==> config.mk <==
export PLATFORM = sky130hd
export DESIGN_NAME = mc_muldiv
export DESIGN_NICKNAME = d
export VERILOG_FILES = /design/src/rtl/mc_muldiv.sv
export SDC_FILE = /design/constraint.sdc
export NUM_CORES = 1
export LEC_CHECK = 0
export BUFFER_PORTS_ARGS = -buffer_cell sky130_fd_sc_hd__buf_4
export CORE_AREA = 8 8 182 184
export CTS_BUF_LIST = sky130_fd_sc_hd__clkbuf_8 sky130_fd_sc_hd__clkbuf_16
export CTS_CLUSTER_DIAMETER = 60
export DETAILED_ROUTE_END_ITERATION = 10
export DIE_AREA = 0 0 190 192
export PLACE_DENSITY_LB_ADDON = 0.25
export SLEW_MARGIN = 20
export SYNTH_ARGS = -nofsm -noshare
export SYNTH_HDL_FRONTEND = slang
export SYNTH_SLANG_ARGS = --single-unit
export TNS_END_PERCENT = 10
==> constraint.sdc <==
create_clock -name clk -period 10.5 [get_ports clk]
set_input_delay 0.525 -clock clk [delete_from_list [all_inputs] [get_ports clk]]
set_output_delay 0.525 -clock clk [all_outputs]
set_load 0.01 [all_outputs]
==> src/rtl/mc_muldiv.sv <==
// rtl/mc_muldiv.sv - multi-cycle multiply/divide unit with HI/LO result registers
// One result bit per cycle: shift-add multiply (LSB first), restoring divide (MSB first).

module mc_muldiv #(
  parameter int WIDTH = 32
) (
  input  logic             clk,
  input  logic             rst,
  input  logic             start,
  input  logic [1:0]       op,
  input  logic [WIDTH-1:0] a,
  input  logic [WIDTH-1:0] b,
  input  logic             hi_wr,
  input  logic             lo_wr,
  input  logic [WIDTH-1:0] wdata,
  output logic             busy,
  output logic             done,
  output logic             div_zero,
  output logic [WIDTH-1:0] hi,
  output logic [WIDTH-1:0] lo
);

  localparam int CW = $clog2(WIDTH);
  localparam logic [CW-1:0] CNT_MAX = CW'(WIDTH - 1);

  typedef enum logic [1:0] {IDLE, RUN, FIX} state_t;

  state_t               state_q, state_d;
  logic [CW-1:0]        cnt_q, cnt_d;
  logic [2*WIDTH-1:0]   acc_q, acc_d;
  logic [WIDTH-1:0]     dvsr_q, dvsr_d;
  logic                 is_div_q, is_div_d;
  logic                 sa_q, sa_d;
  logic                 sb_q, sb_d;
  logic                 dz_q, dz_d;
  logic                 busy_q, busy_d;
  logic                 done_q, done_d;
  logic                 dzo_q, dzo_d;
  logic [WIDTH-1:0]     hi_q, hi_d;
  logic [WIDTH-1:0]     lo_q, lo_d;

  logic [WIDTH-1:0]     a_abs, b_abs;
  logic [WIDTH:0]       mul_sum;
  logic [2*WIDTH-1:0]   mul_next;
  logic [WIDTH:0]       rem_sh, rem_sub;
  logic                 rem_ge;
  logic [WIDTH-1:0]     rem_new;
  logic [2*WIDTH-1:0]   div_next;
  logic [2*WIDTH-1:0]   prod_neg;
  logic                 b_zero;

  assign a_abs  = (op[0] && a[WIDTH-1]) ? -a : a;
  assign b_abs  = (op[0] && b[WIDTH-1]) ? -b : b;
  assign b_zero = (b == '0);

  // Multiply: acc = {partial product, remaining multiplier bits}, shifted right each step.
  assign mul_sum  = {1'b0, acc_q[2*WIDTH-1:WIDTH]} + (acc_q[0] ? {1'b0, dvsr_q} : '0);
  assign mul_next = {mul_sum, acc_q[WIDTH-1:1]};

  // Divide: acc = {remainder, dividend/quotient}. Remainder stays below the divisor, so the
  // borrow out of the WIDTH+1 bit subtract is exactly the unsigned compare result.
  assign rem_sh   = {acc_q[2*WIDTH-1:WIDTH], acc_q[WIDTH-1]};
  assign rem_sub  = rem_sh - {1'b0, dvsr_q};
  assign rem_ge   = ~rem_sub[WIDTH];
  assign rem_new  = rem_ge ? rem_sub[WIDTH-1:0] : rem_sh[WIDTH-1:0];
  assign div_next = {rem_new, acc_q[WIDTH-2:0], rem_ge};

  assign prod_neg = -acc_q;

  always_comb begin
    state_d  = state_q;
    cnt_d    = cnt_q;
    acc_d    = acc_q;
    dvsr_d   = dvsr_q;
    is_div_d = is_div_q;
    sa_d     = sa_q;
    sb_d     = sb_q;
    dz_d     = dz_q;
    busy_d   = busy_q;
    done_d   = 1'b0;
    dzo_d    = 1'b0;
    hi_d     = hi_q;
    lo_d     = lo_q;
    case (state_q)
      IDLE: begin
        if (hi_wr) hi_d = wdata;
        if (lo_wr) lo_d = wdata;
        if (start) begin
          is_div_d = op[1];
          sa_d     = op[0] & a[WIDTH-1];
          sb_d     = op[0] & b[WIDTH-1];
          busy_d   = 1'b1;
          cnt_d    = CNT_MAX;
          dz_d     = op[1] & b_zero;
          if (op[1]) begin
            acc_d  = {{WIDTH{1'b0}}, a_abs};
            dvsr_d = b_abs;
          end else begin
            acc_d  = {{WIDTH{1'b0}}, b_abs};
            dvsr_d = a_abs;
          end
          state_d = (op[1] && b_zero) ? FIX : RUN;
        end
      end
      RUN: begin
        acc_d = is_div_q ? div_next : mul_next;
        cnt_d = cnt_q - CW'(1);
        if (cnt_q == '0) state_d = FIX;
      end
      FIX: begin
        state_d = IDLE;
        busy_d  = 1'b0;
        done_d  = 1'b1;
        dzo_d   = dz_q;
        dz_d    = 1'b0;
        if (!dz_q) begin
          if (is_div_q) begin
            lo_d = (sa_q ^ sb_q) ? prod_neg[WIDTH-1:0] : acc_q[WIDTH-1:0];
            hi_d = sa_q ? -acc_q[2*WIDTH-1:WIDTH] : acc_q[2*WIDTH-1:WIDTH];
          end else begin
            hi_d = (sa_q ^ sb_q) ? prod_neg[2*WIDTH-1:WIDTH] : acc_q[2*WIDTH-1:WIDTH];
            lo_d = (sa_q ^ sb_q) ? prod_neg[WIDTH-1:0] : acc_q[WIDTH-1:0];
          end
        end
      end
      default: begin
        state_d = IDLE;
        busy_d  = 1'b0;
      end
    endcase
  end

  always_ff @(posedge clk or negedge rst) begin
    if (!rst) begin
      state_q  <= IDLE;
      cnt_q    <= '0;
      acc_q    <= '0;
      dvsr_q   <= '0;
      is_div_q <= 1'b0;
      sa_q     <= 1'b0;
      sb_q     <= 1'b0;
      dz_q     <= 1'b0;
      busy_q   <= 1'b0;
      done_q   <= 1'b0;
      dzo_q    <= 1'b0;
      hi_q     <= '0;
      lo_q     <= '0;
    end else begin
      state_q  <= state_d;
      cnt_q    <= cnt_d;
      acc_q    <= acc_d;
      dvsr_q   <= dvsr_d;
      is_div_q <= is_div_d;
      sa_q     <= sa_d;
      sb_q     <= sb_d;
      dz_q     <= dz_d;
      busy_q   <= busy_d;
      done_q   <= done_d;
      dzo_q    <= dzo_d;
      hi_q     <= hi_d;
      lo_q     <= lo_d;
    end
  end

  assign busy     = busy_q;
  assign done     = done_q;
  assign div_zero = dzo_q;
  assign hi       = hi_q;
  assign lo       = lo_q;

endmodule

After elaboration in Yosys (flattened, before gate mapping)
Cells that the tools add are included.
{"block": "totals", "in_bits": 103, "regBits": 174, "word_cells": 79, "output_inout_bits": 67}
{"block": "classes", "mux": 31, "addsub": 7, "n_eq_ne": 7, "bitwise": 6, "n_reduce_logical": 15}
{"op": "32-bit two-way mux", "n": 14}
{"op": "64-bit two-way mux", "n": 2}
{"op": "32-bit case mux with 2 select lines", "n": 2}
{"op": "64-bit case mux with 2 select lines", "n": 1}
{"op": "32-bit negation", "n": 3}
{"op": "64-bit negation", "n": 1}
{"op": "32-bit by 32-bit adder with 33-bit output", "n": 1}
{"op": "33-bit by 32-bit subtractor with 33-bit output", "n": 1}
{"op": "32-bit logical NOT", "n": 1}
{"op": "2-bit != test (second input constant)", "n": 5}
{"op": "5-bit case mux with 2 select lines", "n": 1}
{"op": "2-bit AND reduction", "n": 5}
{"op": "2-bit two-way mux", "n": 3}
{"op": "3-bit AND reduction", "n": 2}
{"op": "5-bit logical NOT", "n": 1}
{"op": "5-bit two-way mux", "n": 1}
{"op": "5-bit by 1-bit subtractor with 5-bit output (second input constant)", "n": 1}
{"op": "1-bit two-way mux", "n": 4}
{"op": "1-bit case mux with 2 select lines", "n": 2}
{"op": "2-bit case mux with 2 select lines", "n": 1}
{"op": "2-bit nonzero test", "n": 2}
{"op": "1-bit bitwise AND", "n": 3}
{"op": "1-bit logical AND", "n": 3}
{"op": "2-bit by 1-bit equality test with 1-bit output (second input constant)", "n": 1}
{"op": "other kinds (4)", "n": 5}

Longest topological paths before layout
{"block": "depth", "depth_word": 5, "mapped_depth": 14, "ltp_nobuf": 13}

Worst setup path before layout
Ideal clock, no wire load.
{"block": "synth_timing", "path_type": "reg-to-reg", "startpoint": "register acc_q[31]", "endpoint": "register acc_q[56]", "t_arrival_ns": 3.227, "period_less_slack_ns": 3.353, "required_time_ns": 10.374, "path_buffers": 1, "setup_ns": 0.126, "stages_incl_launch_ff": 14, "setup_slack_ns": 7.147, "path_cell_list": "dfrtp_1 inv_1 ha_1 fa_1 nor2b_1 o31a_1 o211ai_1 o221ai_1 a21oi_1 o211ai_1 clkbuf_1 mux2i_1 nor2_1 a221o_1"}
{"block": "synth_via", "elab_chain_cells": 4}
{"element": "from (decl)", "line": "30", "source": "logic [2*WIDTH-1:0] acc_q, acc_d;"}
{"element": "from (signal assigned)", "line": "137", "source": "acc_q <= '0;"}
{"element": "from (signal assigned)", "line": "151", "source": "acc_q <= acc_d;"}
{"element": "33-bit by 32-bit subtractor with 33-bit output", "line": "63", "source": "assign rem_sub = rem_sh - {1'b0, dvsr_q};"}
{"element": "32-bit two-way mux", "line": "65", "source": "assign rem_new = rem_ge ? rem_sub[WIDTH-1:0] : rem_sh[WIDTH-1:0];"}
{"element": "64-bit two-way mux", "line": "106", "source": "acc_d = is_div_q ? div_next : mul_next;"}
{"element": "64-bit case mux with 2 select lines", "line": "84", "source": "case (state_q)"}
No other way between the ends.
A chain may end at the register's enable or synchronous reset.

Worst setup path after layout
{"block": "layout_timing", "startpoint": "register acc_q[0]", "endpoint": "register acc_q[63]"}
{"block": "layout_via", "elab_chain_cells": 4}
{"element": "32-bit two-way mux", "line": "57", "source": "assign mul_sum = {1'b0, acc_q[2*WIDTH-1:WIDTH]} + (acc_q[0] ? {1'b0, dvsr_q} : '0);"}
{"element": "32-bit by 32-bit adder with 33-bit output", "line": "57"}
{"element": "64-bit two-way mux", "line": "106"}
{"element": "64-bit case mux with 2 select lines", "line": "84"}
No other way between the ends.

==> metrics.csv <==
stage,metric,value,unit
run,max_cap viols,0,
critical_path,maximum fanout along the worst path,31,
grt,initial antenna violation count,0,
finish,"leading cell type in the layout, fill and taps excluded",nand2_1,
routing,via count,14984,
grt,vias in the first global route,14047,
clocking,postcts setup bufs,0,
critical_path,Worst EP required,10.82,ns
power_and_ir_drop,total power,5.93,mW
finish,Layout area overhead,14.2,%
synth,Synth Area in XOR/XNOR,0.104,
sta,Slew Limit Headroom,0.257,
grt,GRT Util Overall,0.279,
sta,clk_skew,0.0109,ns
synth,adder-cell share of the synthesized area,0.0617,
die,Core ar.,30200,um2
finish,fin nets,2206,
die,boundary pin count,170,
sta,Hold WS,0.0423,ns
synth,Avg Inst Size Synth,7.69,um2
power_and_ir_drop,peak supply drop,0.162,mV
synth,post-synthesis cell type count,69,
routing,Post-Route WL,52200,um
routing,DRT iter0 DRCs,1639,
power_and_ir_drop,Sw Share,0.521,
sta,final setup TNS,0,ns
clocking,CTS tree,yes,
finish,highest-count cells in the layout ignoring fill and taps,"nand2_1 (231), nor2_1 (216), buf_4 (189)",
finish,ant diodes,0,
synth,register bit total from synthesis,174,
clocking,insertion delay to the later sink of the worst-skew pair,0.45,ns
placement,detailed placement HPWL,40900,um
clocking,Post-CTS Hold Fix Bufs,0,
sta,crit path time final,4.71,ns
grt,GRT overflow,0,
power_and_ir_drop,sequential power share,0.238,
synth,synthesized cell area,14900,um2
routing,Detail Route Antenna Nets,0,
routing,DRC,0,
die,full die area,36500,um2
synth,number of flops mapped to enable cells by yosys,0,
grt,largest net degree at the start of global routing,92,
power_and_ir_drop,Gate power share,0.650,
placement,Post-DP Area,16400,um2
sta,Worst Tran Pin Value,1.11,ns
sta,setup violators final,0,
clocking,clock sink total,174,
clocking,CTS HTree Levels,4,
sta,Fin. Hold Viols,0,
sta,RSZ-0062 raised after global routing,false,
synth,Simple-Gate Fraction of Synth Area,0.204,
synth,Syn Nets,2107,
die,Die Y,192,um
hold_path,Hold Path Class,primary input to async pin,
critical_path,crit path kind,register to register,
sta,Final period util,0.449,
clocking,Clock Pin Slew Worst Setup and Hold Paths,0.08,ns
power_and_ir_drop,pwr/cell area,350,nW/um2
clocking,CTS max path bufs,2,
synth,sequential share of the synthesized area,0.293,
critical_path,WP data arrival,5.04,ns
synth,largest family of logic cells by synthesized area,compound AO/OA/AOI/OAI gates,
finish,layout cell share with drive strength beyond 1,0.122,
clocking,Root Driver,clkbuf_16,
power_and_ir_drop,Clk pwr share,0.112,
finish,Final Instance Area,17000,um2
power_and_ir_drop,Cell Int Power,2.84,mW
synth,Post-synth ARST share,1.00,
routing,DR vias/cell,6.14,
clocking,CTS buffer count,17,
grt,global-route wire length before repair,80300,um
synth,synthesis warning total,0,
critical_path,Crit. End Element,register,
routing,drt pass-1 iters,7,
placement,# port buffers,169,
run_status,outcome,completed,
critical_path,CP Launch Type,register,
power_and_ir_drop,Leak Pwr,7.70,nW
synth,Mapped Cells,1932,
die,Initial Util,0.492,
synth,mux cell area share after synthesis,0.0411,
die,Cell Rows,64,
die,Die W,190,um
routing,wire length per cell,21.4,um
placement,GP Congestion,0.962,
clocking,# resized after CTS,0,
synth,Synth Area in Compound Gates,0.251,
sta,Pins Over Slew Limit,0,
sta,FMAX,0.212,GHz
power_and_ir_drop,sw power,3.09,mW
synth,Post-synth top flop,dfrtp_1,
cells in the mapped netlist (15+ instances only):
library cell  instances  share of area
nor4_1               19         0.0080
o31ai_1              34          0.017
a31oi_1              23         0.0097
xor2_1               78          0.046
and2_1               19         0.0080
o21ai_1              27         0.0091
nand2b_1             26          0.011
a211oi_1             21          0.011
mux2i_1              52          0.035
clkbuf_1            100          0.025
a21oi_1             167          0.056
inv_1                68          0.017
dfrtp_1             174           0.29
nand3_1              33          0.011
o211ai_1             15         0.0076
ha_1                 70          0.059
o221ai_1             21          0.012
nor3_1               38          0.013
xnor2_1              98          0.058
nor2_1              217          0.055
and3_1               15         0.0063
a21o_1               42          0.021
a22oi_1              16         0.0081
o21ai_0             160          0.054
nand2_1             231          0.058
routing by layer:
metal | share of wire | wire (um) | vias to the layer above | track usage
met1 | 0.44 | 23200 | 7086 | 0.388
met2 | 0.43 | 22600 | 701 | 0.425
met3 | 0.088 | 4590 | 93 | 0.0483
li1 | - | - | 7104 | -
met4 | 0.036 | 1880 | 0 | 0.109
met5 | 0 | 0 | - | 0
path summary, 6_finish.rpt:
check	start	endpoint	slack, ns	cells past startpoint
min	rst	hi[21]$_DFFE_PN0P_	0.04	1
min in group clk	wdata[25]	hi[25]$_DFFE_PN0P_	0.38	3
max reg2reg	acc_q[0]$_DFFE_PN0P_	acc_q[63]$_DFFE_PN0P_	5.79	12
min reg2reg	lo[10]$_DFFE_PN0P_	lo[10]$_DFFE_PN0P_	0.48	2
max in group asynchronous	rst	is_div_q$_DFFE_PN0P_	8.57	3
max	acc_q[0]$_DFFE_PN0P_	acc_q[63]$_DFFE_PN0P_	5.79	12
layout make-up:
type | count | area, um2
well taps | 396 | 495
inverters | 69 | 259
multi-input cells | 1579 | 9830
fillers | 2884 | 13200
clock inverters | 15 | 166
repair buffers | 190 | 1430
clock buffers | 17 | 425
flip-flops and latches | 174 | 4360
sequential cells by signal (all words and copies together), names as in the netlist:
| signal | cells |
|---|---|
| sa_q | 1 |
| is_div_q | 1 |
| dvsr_q | 32 |
| cnt_q | 5 |
| acc_q | 64 |
| busy | 1 |
| dz_q | 1 |
| hi | 32 |
| done | 1 |
| sb_q | 1 |
| state_q | 2 |
| lo | 32 |
| div_zero | 1 |
power by group through the flow:
stage                     Clock (mW)  Combinational (mW)  Sequential [mW]
after floorplan                    0                2.72             1.27
after detailed placement           0                3.79             1.41
final                          0.665                3.85             1.41
after global routing           0.695                4.24             1.44
after global placement             0                3.74             1.39
after CTS                      0.672                3.81             1.39
critical path, cell delays in order (launching register included):
cell and delay, ns:
dfrtp_1 0.49, clkinv_1 0.91, nor2_1 0.38, ha_1 0.31, nor2b_1 0.17, o31ai_1 0.48
a21oi_1 0.20, a22oi_1 0.43, a211oi_1 0.18, o21ai_0 0.50, a211oi_1 0.20, a221oi_1 0.26
a211oi_1 0.08
stage by stage:
stage | instances | worst slack, ns | utilization
6_report | 2440 | 5.79 | 0.562
3_5_place_dp | 2408 | 6.25 | 0.542
4_1_cts | 2440 | 6.19 | 0.562
5_1_grt | 2440 | 5.59 | 0.562
3_3_place_gp | 2408 | 6.43 | 0.542
2_1_floorplan | 1932 | 7.15 | -
kinds of logic after synthesis:
kind of cell	after synthesis
xor gates and xnor gates	176
adders and majority gates	72
DFF	174
buffers and inverters	179
muxes	60
AOI/OAI and AO/OA	604
and+or+nand+nor	667
(Power assumes the default switching activity.)
